File: src/rtl/fft_seq_pkg.sv
// Shared types and defaults for the FFT frame sequencer.
// The watchdog counter width is derived from the timeout.
package fft_seq_pkg;

  typedef enum logic [3:0] {
    IDLE,
    BR_GO,
    BR_WAIT,
    BF_GO,
    BF_WAIT,
    DS_GO,
    DS_WAIT,
    FIN,
    ERR
  } seq_state_t;

  localparam int LOG2N_DEF   = 9;
  localparam int STG_W_DEF   = 4;
  localparam int TIMEOUT_DEF = 4096;
  localparam int WD_W        = $clog2(TIMEOUT_DEF + 1);

  function automatic int wd_width(input int t);
    return $clog2(t + 1);
  endfunction

endpackage

File: src/rtl/fft_seq_watchdog.sv
// Per-phase wait counter for the FFT frame sequencer.
// Flags expiry on the last waiting cycle before TIMEOUT is reached.
module fft_seq_watchdog
  import fft_seq_pkg::*;
#(
  parameter int TIMEOUT = TIMEOUT_DEF,
  parameter int W       = WD_W
) (
  input  logic clk,
  input  logic rst_n,
  input  logic clear,
  input  logic enable,
  output logic expired
);

  localparam logic [W-1:0] LAST = W'(TIMEOUT - 1);
  localparam logic [W-1:0] MAX  = W'(TIMEOUT);

  logic [W-1:0] cnt;

  always_ff @(posedge clk or negedge rst_n) begin
    if (!rst_n) begin
      cnt <= '0;
    end else if (clear) begin
      cnt <= '0;
    end else if (enable && cnt != MAX) begin
      cnt <= cnt + 1'b1;
    end
  end

  assign expired = enable && (cnt == LAST);

endmodule

File: src/rtl/fft_frame_sequencer.sv
// Frame controller: bit-reverse, LOG2N butterfly stages, display pass.
// Define FFT_SEQ_WDOG_EN to build the per-phase watchdog and ERR state.
module fft_frame_sequencer
  import fft_seq_pkg::*;
#(
  parameter int LOG2N          = LOG2N_DEF,
  parameter int STG_W          = STG_W_DEF,
  parameter int TIMEOUT_CYCLES = TIMEOUT_DEF
) (
  input  logic             Clk,
  input  logic             reset_n,
  input  logic             frame_ready,
  output logic             frame_ack,
  input  logic             abort,
  output logic             bitrev_start,
  input  logic             bitrev_tc,
  output logic             bfly_start,
  output logic [STG_W-1:0] bfly_stage,
  input  logic             bfly_done,
  output logic             disp_start,
  input  logic             disp_done,
  output logic             busy,
  output logic             frame_done,
  output logic [15:0]      frame_count,
  output logic             seq_err
);

  if ((1 << STG_W) <= (LOG2N - 1)) begin : g_stg_chk
    $error("STG_W too narrow for LOG2N");
  end
  if (TIMEOUT_CYCLES < 1) begin : g_to_chk
    $error("TIMEOUT_CYCLES must be positive");
  end

  localparam logic [STG_W-1:0] LAST_STG = STG_W'(LOG2N - 1);

  seq_state_t       state, state_n;
  logic [STG_W-1:0] stage_n;
  logic             expired;

`ifdef FFT_SEQ_WDOG_EN
  localparam int WDW = wd_width(TIMEOUT_CYCLES);

  logic waiting;
  logic err_q;

  assign waiting = (state == BR_WAIT) ||
                   (state == BF_WAIT) ||
                   (state == DS_WAIT);

  fft_seq_watchdog #(
    .TIMEOUT (TIMEOUT_CYCLES),
    .W       (WDW)
  ) u_wdog (
    .clk     (Clk),
    .rst_n   (reset_n),
    .clear   (!waiting),
    .enable  (waiting),
    .expired (expired)
  );

  always_ff @(posedge Clk or negedge reset_n) begin
    if (!reset_n) err_q <= 1'b0;
    else          err_q <= (state_n == ERR);
  end

  assign seq_err = err_q;
`else
  assign expired = 1'b0;
  assign seq_err = 1'b0;
`endif

  // A done on the expiry cycle takes priority over the timeout.
  always_comb begin
    state_n = state;
    stage_n = bfly_stage;
    unique case (state)
      IDLE:    if (frame_ready) state_n = BR_GO;
      BR_GO:   state_n = BR_WAIT;
      BR_WAIT: begin
        if (bitrev_tc)    state_n = BF_GO;
        else if (expired) state_n = ERR;
      end
      BF_GO:   state_n = BF_WAIT;
      BF_WAIT: begin
        if (bfly_done) begin
          if (bfly_stage == LAST_STG) begin
            state_n = DS_GO;
            stage_n = '0;
          end else begin
            state_n = BF_GO;
            stage_n = bfly_stage + 1'b1;
          end
        end else if (expired) begin
          state_n = ERR;
        end
      end
      DS_GO:   state_n = DS_WAIT;
      DS_WAIT: begin
        if (disp_done)    state_n = FIN;
        else if (expired) state_n = ERR;
      end
      FIN:     state_n = IDLE;
      ERR:     if (abort) state_n = IDLE;
      default: state_n = IDLE;
    endcase
    if (abort && state != IDLE && state != ERR) begin
      state_n = IDLE;
      stage_n = '0;
    end
  end

  always_ff @(posedge Clk or negedge reset_n) begin
    if (!reset_n) begin
      state        <= IDLE;
      bfly_stage   <= '0;
      frame_ack    <= 1'b0;
      bitrev_start <= 1'b0;
      bfly_start   <= 1'b0;
      disp_start   <= 1'b0;
      busy         <= 1'b0;
      frame_done   <= 1'b0;
      frame_count  <= '0;
    end else begin
      state        <= state_n;
      bfly_stage   <= stage_n;
      frame_ack    <= (state_n == BR_GO);
      bitrev_start <= (state_n == BR_GO);
      bfly_start   <= (state_n == BF_GO);
      disp_start   <= (state_n == DS_GO);
      busy         <= (state_n != IDLE);
      frame_done   <= (state_n == FIN);
      if (state_n == FIN) frame_count <= frame_count + 16'd1;
    end
  end

endmodule
File: config.mk
export PLATFORM = sky130hd
export DESIGN_NAME = fft_frame_sequencer
export DESIGN_NICKNAME = d
export VERILOG_FILES = /design/src/rtl/fft_seq_pkg.sv /design/src/rtl/fft_seq_watchdog.sv /design/src/rtl/fft_frame_sequencer.sv
export SDC_FILE = /design/constraint.sdc
export NUM_CORES = 1
export LEC_CHECK = 0
export CAP_MARGIN = 20
export CORE_MARGIN = 5
export CORE_UTILIZATION = 45
export CTS_CLUSTER_DIAMETER = 100
export DETAILED_ROUTE_END_ITERATION = 7
export GPL_ROUTABILITY_DRIVEN = 0
export GPL_TIMING_DRIVEN = 0
export HOLD_SLACK_MARGIN = 0.03
export PLACE_DENSITY = 0.72
export REMOVE_ABC_BUFFERS = 1
export SKIP_CTS_REPAIR_TIMING = 1
export SYNTH_ARGS = -nofsm -noshare
export SYNTH_HDL_FRONTEND = slang
export SYNTH_SLANG_ARGS = --single-unit
File: constraint.sdc
create_clock -name Clk -period 2.6 [get_ports Clk]
set_input_delay 0.52 -clock Clk [delete_from_list [all_inputs] [get_ports Clk]]
set_output_delay 0.52 -clock Clk [all_outputs]
set_load 0.02 [all_outputs]
==> results of run 1 <==
## registers in the layout, indices dropped and copies added, names as in the netlist
register      cells
disp_start        1
busy              1
frame_count      16
bfly_start        1
bitrev_start      1
bfly_stage        4
frame_done        1
state             4
## cell families after synthesis
logic type,synth area share [%]
compound gates,7.21
xor+xnor,9.42
fa+ha+maj,2.54
buf+inv,4.32
flops,49.2
mux,3.65
other cells,0.254
simple gates,23.4
## cells in the final DEF (no fill, tap or decap), drive strengths merged, types with 3 or more instances in the layout
| cell type | n |
|---|---|
| or2 | 3 |
| dfrtp | 29 |
| and3 | 7 |
| xnor2 | 14 |
| mux2 | 3 |
| inv | 3 |
| nand3 | 7 |
| nor2 | 7 |
| clkdlybuf4s50 | 32 |
| a21oi | 5 |
| clkbuf | 7 |
| nand4 | 8 |
| nand2 | 5 |
| ha | 3 |
| buf | 3 |
## critical path, delay by kind of cell
kind | cells | cell delay [ps]
buffers and inverters | 2 | 690
AND/OR/NAND/NOR | 2 | 610
multiplexers | 1 | 330
AO/OA/AOI/OAI | 1 | 470
## per-layer routing
metal  track usage [%]  up-vias  part of all wire, %
li1                  -      517                    -
met1              16.6      545                   42
met2              24.5       32                   51
met3              4.49        6                  5.7
met4              6.08        0                  1.8
met5                 0        -                    0
## through the flow
step / power, mW / hold slack, ps / area [sq um] / setup TNS (ps) / utilization [%]
3_5_place_dp: 0.985 / 477 / 1830 / -7870 / 58.8
3_3_place_gp: 0.971 / 461 / 1800 / -7070 / 57.9
6_report: 1.37 / 484 / 1940 / 0 / 62.5
4_1_cts: 1.38 / 494 / 1910 / -1980 / 61.6
5_1_grt: 1.45 / 504 / 1940 / 0 / 62.5
2_1_floorplan: 0.822 / 224 / 1420 / 0 / -
## worst max-delay path by stage
stage	from	end	slack, ps	cells after the start
floorplan	bfly_stage[0]	frame_count[1]	80	6
global placement	abort	frame_count[1]	-500	5
detailed placement	abort	frame_count[10]	-540	6
CTS	bfly_stage[0]	frame_count[1]	-190	6
global route	bfly_stage[0]	frame_count[1]	50	7
finish	bfly_done	frame_count[1]	190	6
## area by class of cell
cell class / instances / share of cell area [%]
flip-flops and latches: 29 / 37.4
multi-input cells: 88 / 35.4
repair buffers: 35 / 19.4
clock buffers: 7 / 2.84
well taps: 44 / 2.84
clock inverters: 1 / 1.55
inverters: 3 / 0.581
## report_power, final
group / internal (mW) / leakage [nW] / switching [mW]
clock network: 0.230 / 0.0455 / 0.161
logic: 0.188 / 0.398 / 0.216
registers: 0.508 / 0.397 / 0.0711
total: 0.926 / 0.840 / 0.448
==> reports/summary.log, run 1 <==
[clocking] TritonCTS Buffers 5
[clocking] CTS tree yes
[run_status] status complete, no violations
[global_route] overall track demand over capacity in global routing 14.4%
[sta] FMAX 416 MHz
[setup_path] Crit. End Element flop
[global_route] number of antenna violations at the first check in global routing 0
[final_layout] Cell Count, Final, Fillers Out 207
[final_layout] Sequential cell area 726 sq um
[global_route] via count of the first global-routing pass 1104
[detailed_routing] via density per instance 5.31
[run] max-cap violation count 0
[floorplan] standard-cell rows 20
[clocking] CTS root buffer sky130_fd_sc_hd__clkbuf_4
[logic_synthesis] cell count after synthesis 127
[sta] final clock period utilization by the worst path 92.5%
[pwr] highest ir drop seen on vdd 467 uV
[detailed_routing] number of DRC violations after detailed routing 0
[logic_synthesis] count leader, synth sky130_fd_sc_hd__dfrtp_1
[logic_synthesis] largest area contributor in the synthesized netlist sky130_fd_sc_hd__dfrtp_1
[setup_path] Slowest-stage cell, CP sky130_fd_sc_hd__clkdlybuf4s50_1
[detailed_routing] Antenna Violating Nets Remaining 0
[logic_synthesis] Cell Area, Synth 1480 sq um
[setup_path] number of cells on the worst reg-to-reg path 7
[detailed_routing] detailed-route wire length per cell 14.2 um
[logic_synthesis] number of synthesized register bits 29
[detailed_routing] drt first-iter violations 78
[final_layout] FILL cells 266
[sta] setup violators final 0
[detailed_routing] Detailed Route WL 2.95 mm
[placed_design] placed cell count 197
[final_layout] fraction of layout cells with a size suffix above 1 13.5%
[clocking] H-tree depth 2
[placed_design] Detail Placement HPWL 2.06 mm
[min_path] hold-critical path endpoint frame_count[15]
[floorplan] core area 3100 sq um
[logic_synthesis] leading register cell type out of synthesis sky130_fd_sc_hd__dfrtp_1
[floorplan] ports placed on the boundary 34
[setup_path] data arrival time of the critical path 2620 ps
[sta] crit path time final 2410 ps
[sta] Final Slew Violations 0
[global_route] largest net degree at the start of global routing 18
[logic_synthesis] average size of a mapped cell 11.6 sq um
[final_layout] count of nets after finishing 172
[floorplan] Die Ht 67.3 um
[setup_path] endpoint required time on the critical path 2810 ps
[sta] worst-margin pin slew 677 ps
[setup_path] Critical Path Max Stage Delay 490 ps
[logic_synthesis] asr flop ratio synth 100%
[floorplan] die width 67.3 um
[min_path] cell depth of the worst hold path 1
[logic_synthesis] Yosys warning count 0
[setup_path] type of the worst setup path in2reg
[setup_path] largest driver fanout on the critical path 15
[clocking] clk sink count 29
[sta] worst-case clock skew 14.6 ps
[detailed_routing] length of the first detailed-routing pass in iterations 4
[logic_synthesis] count of flip-flops with a built-in enable after synthesis 0
[setup_path] cells along the critical path clkdlybuf4s50_1 > nor3b_1 > a2111oi_4 > nor4b_4 > buf_12 > mux2_2
[floorplan] Die Area 4520 sq um
[logic_synthesis] Synth top cells by count sky130_fd_sc_hd__dfrtp_1, sky130_fd_sc_hd__xnor2_1, sky130_fd_sc_hd__and3_1, sky130_fd_sc_hd__nand4_1, sky130_fd_sc_hd__nor2_1
[sta] Max-Slew Margin vs Limit 54.7%
[logic_synthesis] most area-consuming cells after synthesis sky130_fd_sc_hd__dfrtp_1, sky130_fd_sc_hd__xnor2_1, sky130_fd_sc_hd__and3_1
[clocking] clock latency reported for the late side of the worst-skew pair 330 ps
[setup_path] sort of element at the start of the critical path primary input
[clocking] buffer levels on the longest clock path 2
[floorplan] Starting Density 47.5%
[setup_path] critical register-to-register path endpoint frame_count[1]
[global_route] aggregate global routing overflow 0
[sta] post-layout worst setup margin 195 ps
[placed_design] pre-CTS setup slack -541 ps
[detailed_routing] count of vias placed by the detailed router 1100
[pwr] power per standard cell area 709 nW/um^2
[global_route] wire length of the first global-routing pass 4.85 mm
[setup_path] reg-to-reg critical path startpoint bfly_stage[0]
[min_path] Worst Hold Launch frame_count[15]
[sta] final hold violation count 0
[final_layout] number of antenna cells inserted 0
[clocking] Worst-path clk slew 90 ps
[logic_synthesis] share of Yosys cell area claimed by the top area cell type 49.2%
[sta] RSZ-0062 raised after global routing false
[placed_design] count of input and output buffers 32
[final_layout] multi-input logic area 686 sq um
[final_layout] layout overhead on the synthesized area 31.4%
[setup_path] worst reg-to-reg setup slack 210 ps
[logic_synthesis] fraction of the yosys area taken by sequential cells 49.2%
[min_path] path category of the worst min-delay check reg2reg
[logic_synthesis] count of unique library cells instantiated by Yosys 40
[pwr] leakage power summed over all cells 0.840 nW
Note: power is estimated with default switching activity, not from simulation.
==> run 2, diff against run 1 <==
--- a/config.mk
+++ b/config.mk
@@ -5,7 +5,6 @@
 export SDC_FILE = /design/constraint.sdc
 export NUM_CORES = 1
 export LEC_CHECK = 0
-export CAP_MARGIN = 20
 export CORE_MARGIN = 5
 export CORE_UTILIZATION = 45
 export CTS_CLUSTER_DIAMETER = 100
==> constraint.sdc (replaced) <==
create_clock -name Clk -period 2.85 [get_ports Clk]
set_input_delay 0.57 -clock Clk [delete_from_list [all_inputs] [get_ports Clk]]
set_output_delay 0.57 -clock Clk [all_outputs]
set_load 0.02 [all_outputs]
==> run 2 against run 1 <==
Net effect: routed wire length decreased by 1.5%; die area unchanged; sequential share of layout area increased by 1.1 points; critical path type unchanged; worst setup slack improved by 280 ps; largest cell class unchanged.
==> reports/summary.log, run 2 (synthesized netlist as in run 1, its figures left out) <==
[pwr] leakage power summed over all cells 0.818 nW [-2.7%]
[clocking] clock latency reported for the late side of the worst-skew pair 330 ps [about the same]
[run_status] status complete, no violations
[final_layout] layout overhead on the synthesized area 27.7%
[setup_path] Crit. End Element flop
[setup_path] Slowest-stage cell, CP sky130_fd_sc_hd__clkdlybuf4s50_1
[setup_path] number of buffers and inverters on the critical path 2 [unchanged]
[detailed_routing] Antenna Violating Nets Remaining 0 [unchanged]
[clocking] H-tree depth 2 [unchanged]
[pwr] Clk pwr share 24.5% [-3.9 points]
[final_layout] count of nets after finishing 170 [-1.2%]
[global_route] overall track demand over capacity in global routing 14.9% [+0.52 points]
[sta] sum of negative setup slack 0 ps [unchanged]
[setup_path] number of cells on the worst reg-to-reg path 7 [unchanged]
[clocking] CTS root buffer sky130_fd_sc_hd__clkbuf_4
[pwr] net switching share of the total power 34.3% [+1.7 points]
[detailed_routing] detailed-route wire length per cell 14.2 um [-0.53%]
[floorplan] Starting Density 47.5% [unchanged]
[setup_path] Critical Path Max Stage Delay 440 ps [-50 ps]
[setup_path] cells along the critical path clkdlybuf4s50_1 > or2_1 > a2111oi_4 > nor4b_4 > buf_12 > mux2_2
[sta] worst-margin pin slew 636 ps [-41.5 ps]
[setup_path] worst reg-to-reg setup slack 520 ps [+310 ps]
[run] max-cap violation count 0 [unchanged]
[global_route] via count of the first global-routing pass 1144 [+3.6%]
[final_layout] Top reg by flops frame_count
[final_layout] most frequent standard cell in the layout excluding fill and tap cells sky130_fd_sc_hd__clkdlybuf4s50_1
[setup_path] reg-to-reg critical path startpoint bfly_stage[0]
[detailed_routing] number of DRC violations after detailed routing 0 [unchanged]
[floorplan] Die Area 4520 sq um [unchanged]
[setup_path] endpoint required time on the critical path 3060 ps [+250 ps]
[pwr] sequential cell fraction of total power 44.7% [+2.6 points]
[final_layout] Layout Utilization 60.7% [-1.8 points]
[setup_path] delay-heaviest family, CP buffers and inverters
[final_layout] Largest register FFs 16 [unchanged]
[floorplan] standard-cell rows 20 [unchanged]
[sta] FMAX 421 MHz
[final_layout] number of antenna cells inserted 0 [unchanged]
[sta] Final Slew Violations 0 [unchanged]
[placed_design] Detail Placement HPWL 2.06 mm [+0.11%]
[detailed_routing] Detailed Route WL 2.90 mm [-1.5%]
[setup_path] largest driver fanout on the critical path 17 [+2]
[floorplan] ports placed on the boundary 34 [unchanged]
[pwr] highest ir drop seen on vdd 524 uV [+12%]
[final_layout] fraction of layout cells with a size suffix above 1 13.7% [+0.17 points]
[global_route] largest net degree at the start of global routing 30 [+12]
[final_layout] largest registers frame_count: 16 flops, bfly_stage: 4 flops, state: 4 flops
[detailed_routing] length of the first detailed-routing pass in iterations 4 [unchanged]
[floorplan] core area 3100 sq um [unchanged]
[setup_path] data arrival time of the critical path 2590 ps [-30 ps]
[final_layout] FILL cells 276 [+3.8%]
[clocking] clk sink count 29 [unchanged]
[global_route] aggregate global routing overflow 0 [unchanged]
[global_route] wire length of the first global-routing pass 5.00 mm [+3.0%]
[sta] RSZ-0062 raised after global routing false
[pwr] total net switching power 403 uW [-10%]
[clocking] Worst-path clk slew 100 ps [about the same]
[sta] final hold violation count 0 [unchanged]
[setup_path] type of the worst setup path in2reg
[final_layout] commonest cells after routing, fill and taps aside sky130_fd_sc_hd__clkdlybuf4s50_1, sky130_fd_sc_hd__dfrtp_1, sky130_fd_sc_hd__xnor2_1
[setup_path] logic depth of the worst path, buffers included 6 [unchanged]
[setup_path] sort of element at the start of the critical path primary input
[sta] worst-case clock skew 8.94 ps [-5.65 ps]
[floorplan] Die Ht 67.3 um [unchanged]
[setup_path] worst setup path start abort
[global_route] number of antenna violations at the first check in global routing 0 [unchanged]
[detailed_routing] drt first-iter violations 85 [+9.0%]
[sta] hold_ws 251 ps [-232 ps]
[clocking] TritonCTS Buffers 5 [unchanged]
[detailed_routing] count of vias placed by the detailed router 1101 [+0.091%]
[sta] crit path time final 2380 ps
[floorplan] die width 67.3 um [unchanged]
[min_path] path category of the worst min-delay check in2async
[detailed_routing] via density per instance 5.37 [+1.1%]
[clocking] CTS tree yes
[sta] final clock period utilization by the worst path 83.4%
[placed_design] count of input and output buffers 32 [unchanged]
[clocking] buffer levels on the longest clock path 2 [unchanged]
[pwr] P_int 773 uW [-17%]
[sta] setup violators final 0 [unchanged]
[pwr] share of total power in combinational logic 30.8% [+1.4 points]
[pwr] power per standard cell area 624 nW/um^2 [-12%]
[sta] Max-Slew Margin vs Limit 57.6% [+2.9 points]
==> run 2: cell types whose count changed in the layout (fill, tap and decap cells not counted), sizes merged <==
| cell | before | now |
|---|---|---|
| buf | 3 | 2 |
| bufinv | 1 | 0 |
| clkdlybuf4s50 | 32 | 31 |
| clkinv | 0 | 1 |
==> run 2: final timing paths <==
check                             endpoint
max reg2reg                 frame_count[1]
max in group asynchronous             busy
min in group Clk           frame_count[15]
min                        frame_count[12]
min reg2reg                frame_count[15]
max                         frame_count[1]
==> run 2: power by group through the flow <==
stage	clock (mW)	combinational, mW	sequential, mW
4_1_cts	0.294	0.363	0.526
3_3_place_gp	0	0.355	0.531
5_1_grt	0.321	0.395	0.535
2_1_floorplan	0	0.174	0.576
3_5_place_dp	0	0.360	0.534
6_report	0.288	0.363	0.525
==> run 2: cell type report <==
type | count | area, sq um | area share [%]
flip-flops and latches | 29 | 726 | 38.5
multi-input cells | 88 | 686 | 36.4
repair buffers | 33 | 335 | 17.8
clock buffers | 7 | 65.1 | 3.46
well taps | 44 | 55.1 | 2.92
inverters | 3 | 11.3 | 0.598
clock inverters | 1 | 5.00 | 0.266
==> run 2: routing by layer <==
layer | global-route usage (%) | part of all wire, % | vias to the layer above
met5 | 0 | 0 | -
met4 | 7.59 | 0.76 | 0
met3 | 4.66 | 6.9 | 4
met2 | 25.5 | 51 | 36
met1 | 16.5 | 42 | 543
li1 | - | - | 518
==> run 2: per-stage QoR <==
stage / cell area [sq um] / setup WS, ps / std cells / total power, mW
3_3_place_gp: 1800 / -303 / 196 / 0.886
5_1_grt: 1880 / 407 / 205 / 1.25
2_1_floorplan: 1420 / 328 / 120 / 0.750
3_5_place_dp: 1800 / -358 / 196 / 0.894
4_1_cts: 1870 / 4.94 / 204 / 1.18
6_report: 1880 / 474 / 205 / 1.18
==> run 3, diff against run 2 <==
==> constraint.sdc (replaced) <==
create_clock -name Clk -period 2.3 [get_ports Clk]
set_input_delay 0.46 -clock Clk [delete_from_list [all_inputs] [get_ports Clk]]
set_output_delay 0.46 -clock Clk [all_outputs]
set_load 0.02 [all_outputs]
==> run 3 against run 2 <==
Net effect: core utilization is 0.56 points higher; register-to-register slack worse by 530 ps; die area stayed put; the flow now finishes with violations (setup timing); largest power group unchanged; largest cell class unchanged; cell area is 0.93% higher; count of clock-buffer cells in the layout stayed put; critical path depth is 1 higher; global-route usage stayed put; sequential share of layout area is 0.36 points lower; critical path type is now reg2reg; worst setup slack worse by 490 ps; hold slack worse by 110 ps; flip-flop and latch count stayed put; non-clock buffer count is 2 higher.
==> reports/summary.log, run 3 (synthesized netlist as in run 1, its figures left out) <==
[detailed_routing] drt first-iter violations 54 [-36%]
[clocking] CTS root buffer sky130_fd_sc_hd__clkbuf_4
[detailed_routing] number of DRC violations after detailed routing 0 [unchanged]
[placed_design] DP Area 1800 sq um [unchanged]
[floorplan] Die Ht 67.3 um [unchanged]
[clocking] clock latency reported for the late side of the worst-skew pair 330 ps [about the same]
[global_route] met2 Usage GRT 25.5% [unchanged]
[floorplan] ports placed on the boundary 34 [unchanged]
[detailed_routing] Detailed Route WL 2.90 mm [-0.21%]
[global_route] via count of the first global-routing pass 1144 [unchanged]
[setup_path] Crit. End Element flop
[sta] worst-case clock skew 8.32 ps [-0.616 ps]
[sta] crit path time final 2310 ps
[final_layout] fraction of layout cells with a size suffix above 1 16.0% [+2.3 points]
[pwr] highest ir drop seen on vdd 653 uV [+25%]
[sta] worst-margin pin slew 629 ps [-6.09 ps]
[final_layout] Top reg by flops frame_count
[final_layout] count of nets after finishing 172 [+1.2%]
[global_route] wire length of the first global-routing pass 5.00 mm [unchanged]
[detailed_routing] count of vias placed by the detailed router 1097 [-0.36%]
[final_layout] commonest cells after routing, fill and taps aside sky130_fd_sc_hd__clkdlybuf4s50_1, sky130_fd_sc_hd__dfrtp_1, sky130_fd_sc_hd__xnor2_1
[floorplan] standard-cell rows 20 [unchanged]
[final_layout] post-layout instance area 1900 sq um [+0.93%]
[detailed_routing] detailed-route wire length per cell 14.0 um [-1.2%]
[detailed_routing] via density per instance 5.30 [-1.3%]
[global_route] met1 track demand over resource 16.5% [unchanged]
[sta] final hold violation count 0 [unchanged]
[setup_path] data arrival time of the critical path 2520 ps [-70 ps]
[final_layout] Largest register FFs 16 [unchanged]
[detailed_routing] length of the first detailed-routing pass in iterations 4 [unchanged]
[setup_path] Critical Path Max Stage Delay 470 ps [+30 ps]
[floorplan] die width 67.3 um [unchanged]
[global_route] overall track demand over capacity in global routing 14.9% [unchanged]
[setup_path] Slowest-stage cell, CP sky130_fd_sc_hd__a2111oi_4
[sta] FMAX 433 MHz
[sta] Final Slew Violations 0 [unchanged]
[setup_path] type of the worst setup path reg2reg
[setup_path] largest driver fanout on the critical path 17 [unchanged]
[sta] RSZ-0062 raised after global routing true
[placed_design] Detail Placement HPWL 2.06 mm [unchanged]
[setup_path] logic depth of the worst path, buffers included 7 [+1]
[clocking] buffer levels on the longest clock path 2 [unchanged]
[global_route] number of antenna violations at the first check in global routing 0 [unchanged]
[pwr] power per standard cell area 770 nW/um^2 [+23%]
[placed_design] count of input and output buffers 32 [unchanged]
[final_layout] largest registers frame_count: 16 flops, bfly_stage: 4 flops, state: 4 flops
[floorplan] core area 3100 sq um [unchanged]
[setup_path] number of cells on the worst reg-to-reg path 7 [unchanged]
[clocking] clk sink count 29 [unchanged]
[sta] final clock period utilization by the worst path 100%
[clocking] TritonCTS Buffers 5 [unchanged]
[final_layout] Layout Utilization 61.3% [+0.56 points]
[sta] post-layout worst setup margin -11.1 ps [-485 ps]
[final_layout] layout overhead on the synthesized area 28.8%
[clocking] CTS tree yes
[global_route] Top Usage Layer GRT met2
[clocking] Worst-path clk slew 100 ps [about the same]
[run_status] status finished with violations
[global_route] aggregate global routing overflow 0 [unchanged]
[pwr] Final Power 1.46 mW [+25%]
[final_layout] Cell Count, Final, Fillers Out 207 [+0.98%]
[clocking] H-tree depth 2 [unchanged]
[floorplan] Die Area 4520 sq um [unchanged]
[global_route] largest net degree at the start of global routing 30 [unchanged]
[floorplan] Starting Density 47.5% [unchanged]
[placed_design] placed cell count 196 [unchanged]
[sta] sum of negative setup slack -11.1 ps [-11.1 ps]
[setup_path] sort of element at the start of the critical path flop
[sta] hold_ws 140 ps [-112 ps]
[final_layout] most frequent standard cell in the layout excluding fill and tap cells sky130_fd_sc_hd__clkdlybuf4s50_1
[run] max-cap violation count 0 [unchanged]
[placed_design] pre-CTS setup slack -798 ps [-440 ps]
[sta] Max-Slew Margin vs Limit 58.0% [+0.41 points]
[global_route] GR Layer Usage met3 4.66% [unchanged]
[pwr] leakage power summed over all cells 0.827 nW [+1.1%]
[setup_path] cells along the critical path inv_1 > ha_2 > nand3b_1 > a2111oi_4 > nor4b_4 > buf_12 > mux2_2
[setup_path] number of buffers and inverters on the critical path 2 [unchanged]
[final_layout] FILL cells 275 [-0.36%]
[min_path] path category of the worst min-delay check in2async
[sta] setup violators final 1 [+1]
[setup_path] endpoint required time on the critical path 2510 ps [-550 ps]
[run_status] violated checks setup timing
[setup_path] delay-heaviest family, CP simple AND/OR/NAND/NOR gates
[final_layout] number of antenna cells inserted 0 [unchanged]
[detailed_routing] Antenna Violating Nets Remaining 0 [unchanged]
==> run 3: changes by cell type in the layout (fill, tap and decap cells not counted), sizes merged <==
cell  previous run  this run
buf              2         4
==> run 3: layout make-up <==
class                           instances  area [sq um]  area share [%]
Timing Repair Buffer                   35           350            18.4
Tap cell                               44          55.1            2.90
Clock inverter                          1          5.00           0.263
Multi-Input combinational cell         88           688            36.2
Sequential cell                        29           726            38.2
Clock buffer                            7          65.1            3.42
Inverter                                3          11.3           0.592
==> run 3: worst paths after layout <==
| path | from | to | slack (ps) |
|---|---|---|---|
| max in group asynchronous | reset_n | busy | 1740 |
| worst max-delay path | bfly_stage[1] | frame_count[1] | -10 |
| worst max register to register | bfly_stage[1] | frame_count[1] | -10 |
| min in group Clk | frame_count[15] | frame_count[15] | 480 |
| worst min register to register | frame_count[15] | frame_count[15] | 480 |
| worst min-delay path | reset_n | frame_count[12] | 140 |
==> run 3: report_power, final <==
group          switching (mW)  total [mW]  leakage, nW  internal (mW)
clock network           0.179       0.356       0.0413          0.177
registers              0.0790       0.653        0.397          0.574
logic                   0.243       0.455        0.389          0.211
total                   0.502        1.46        0.827          0.962
==> run 3: routing by layer <==
layer  routed length, um  share of wire (%)
met5                   0                  0
met4                  22               0.76
met3                 190                6.6
met1                1210                 42
met2                1480                 51
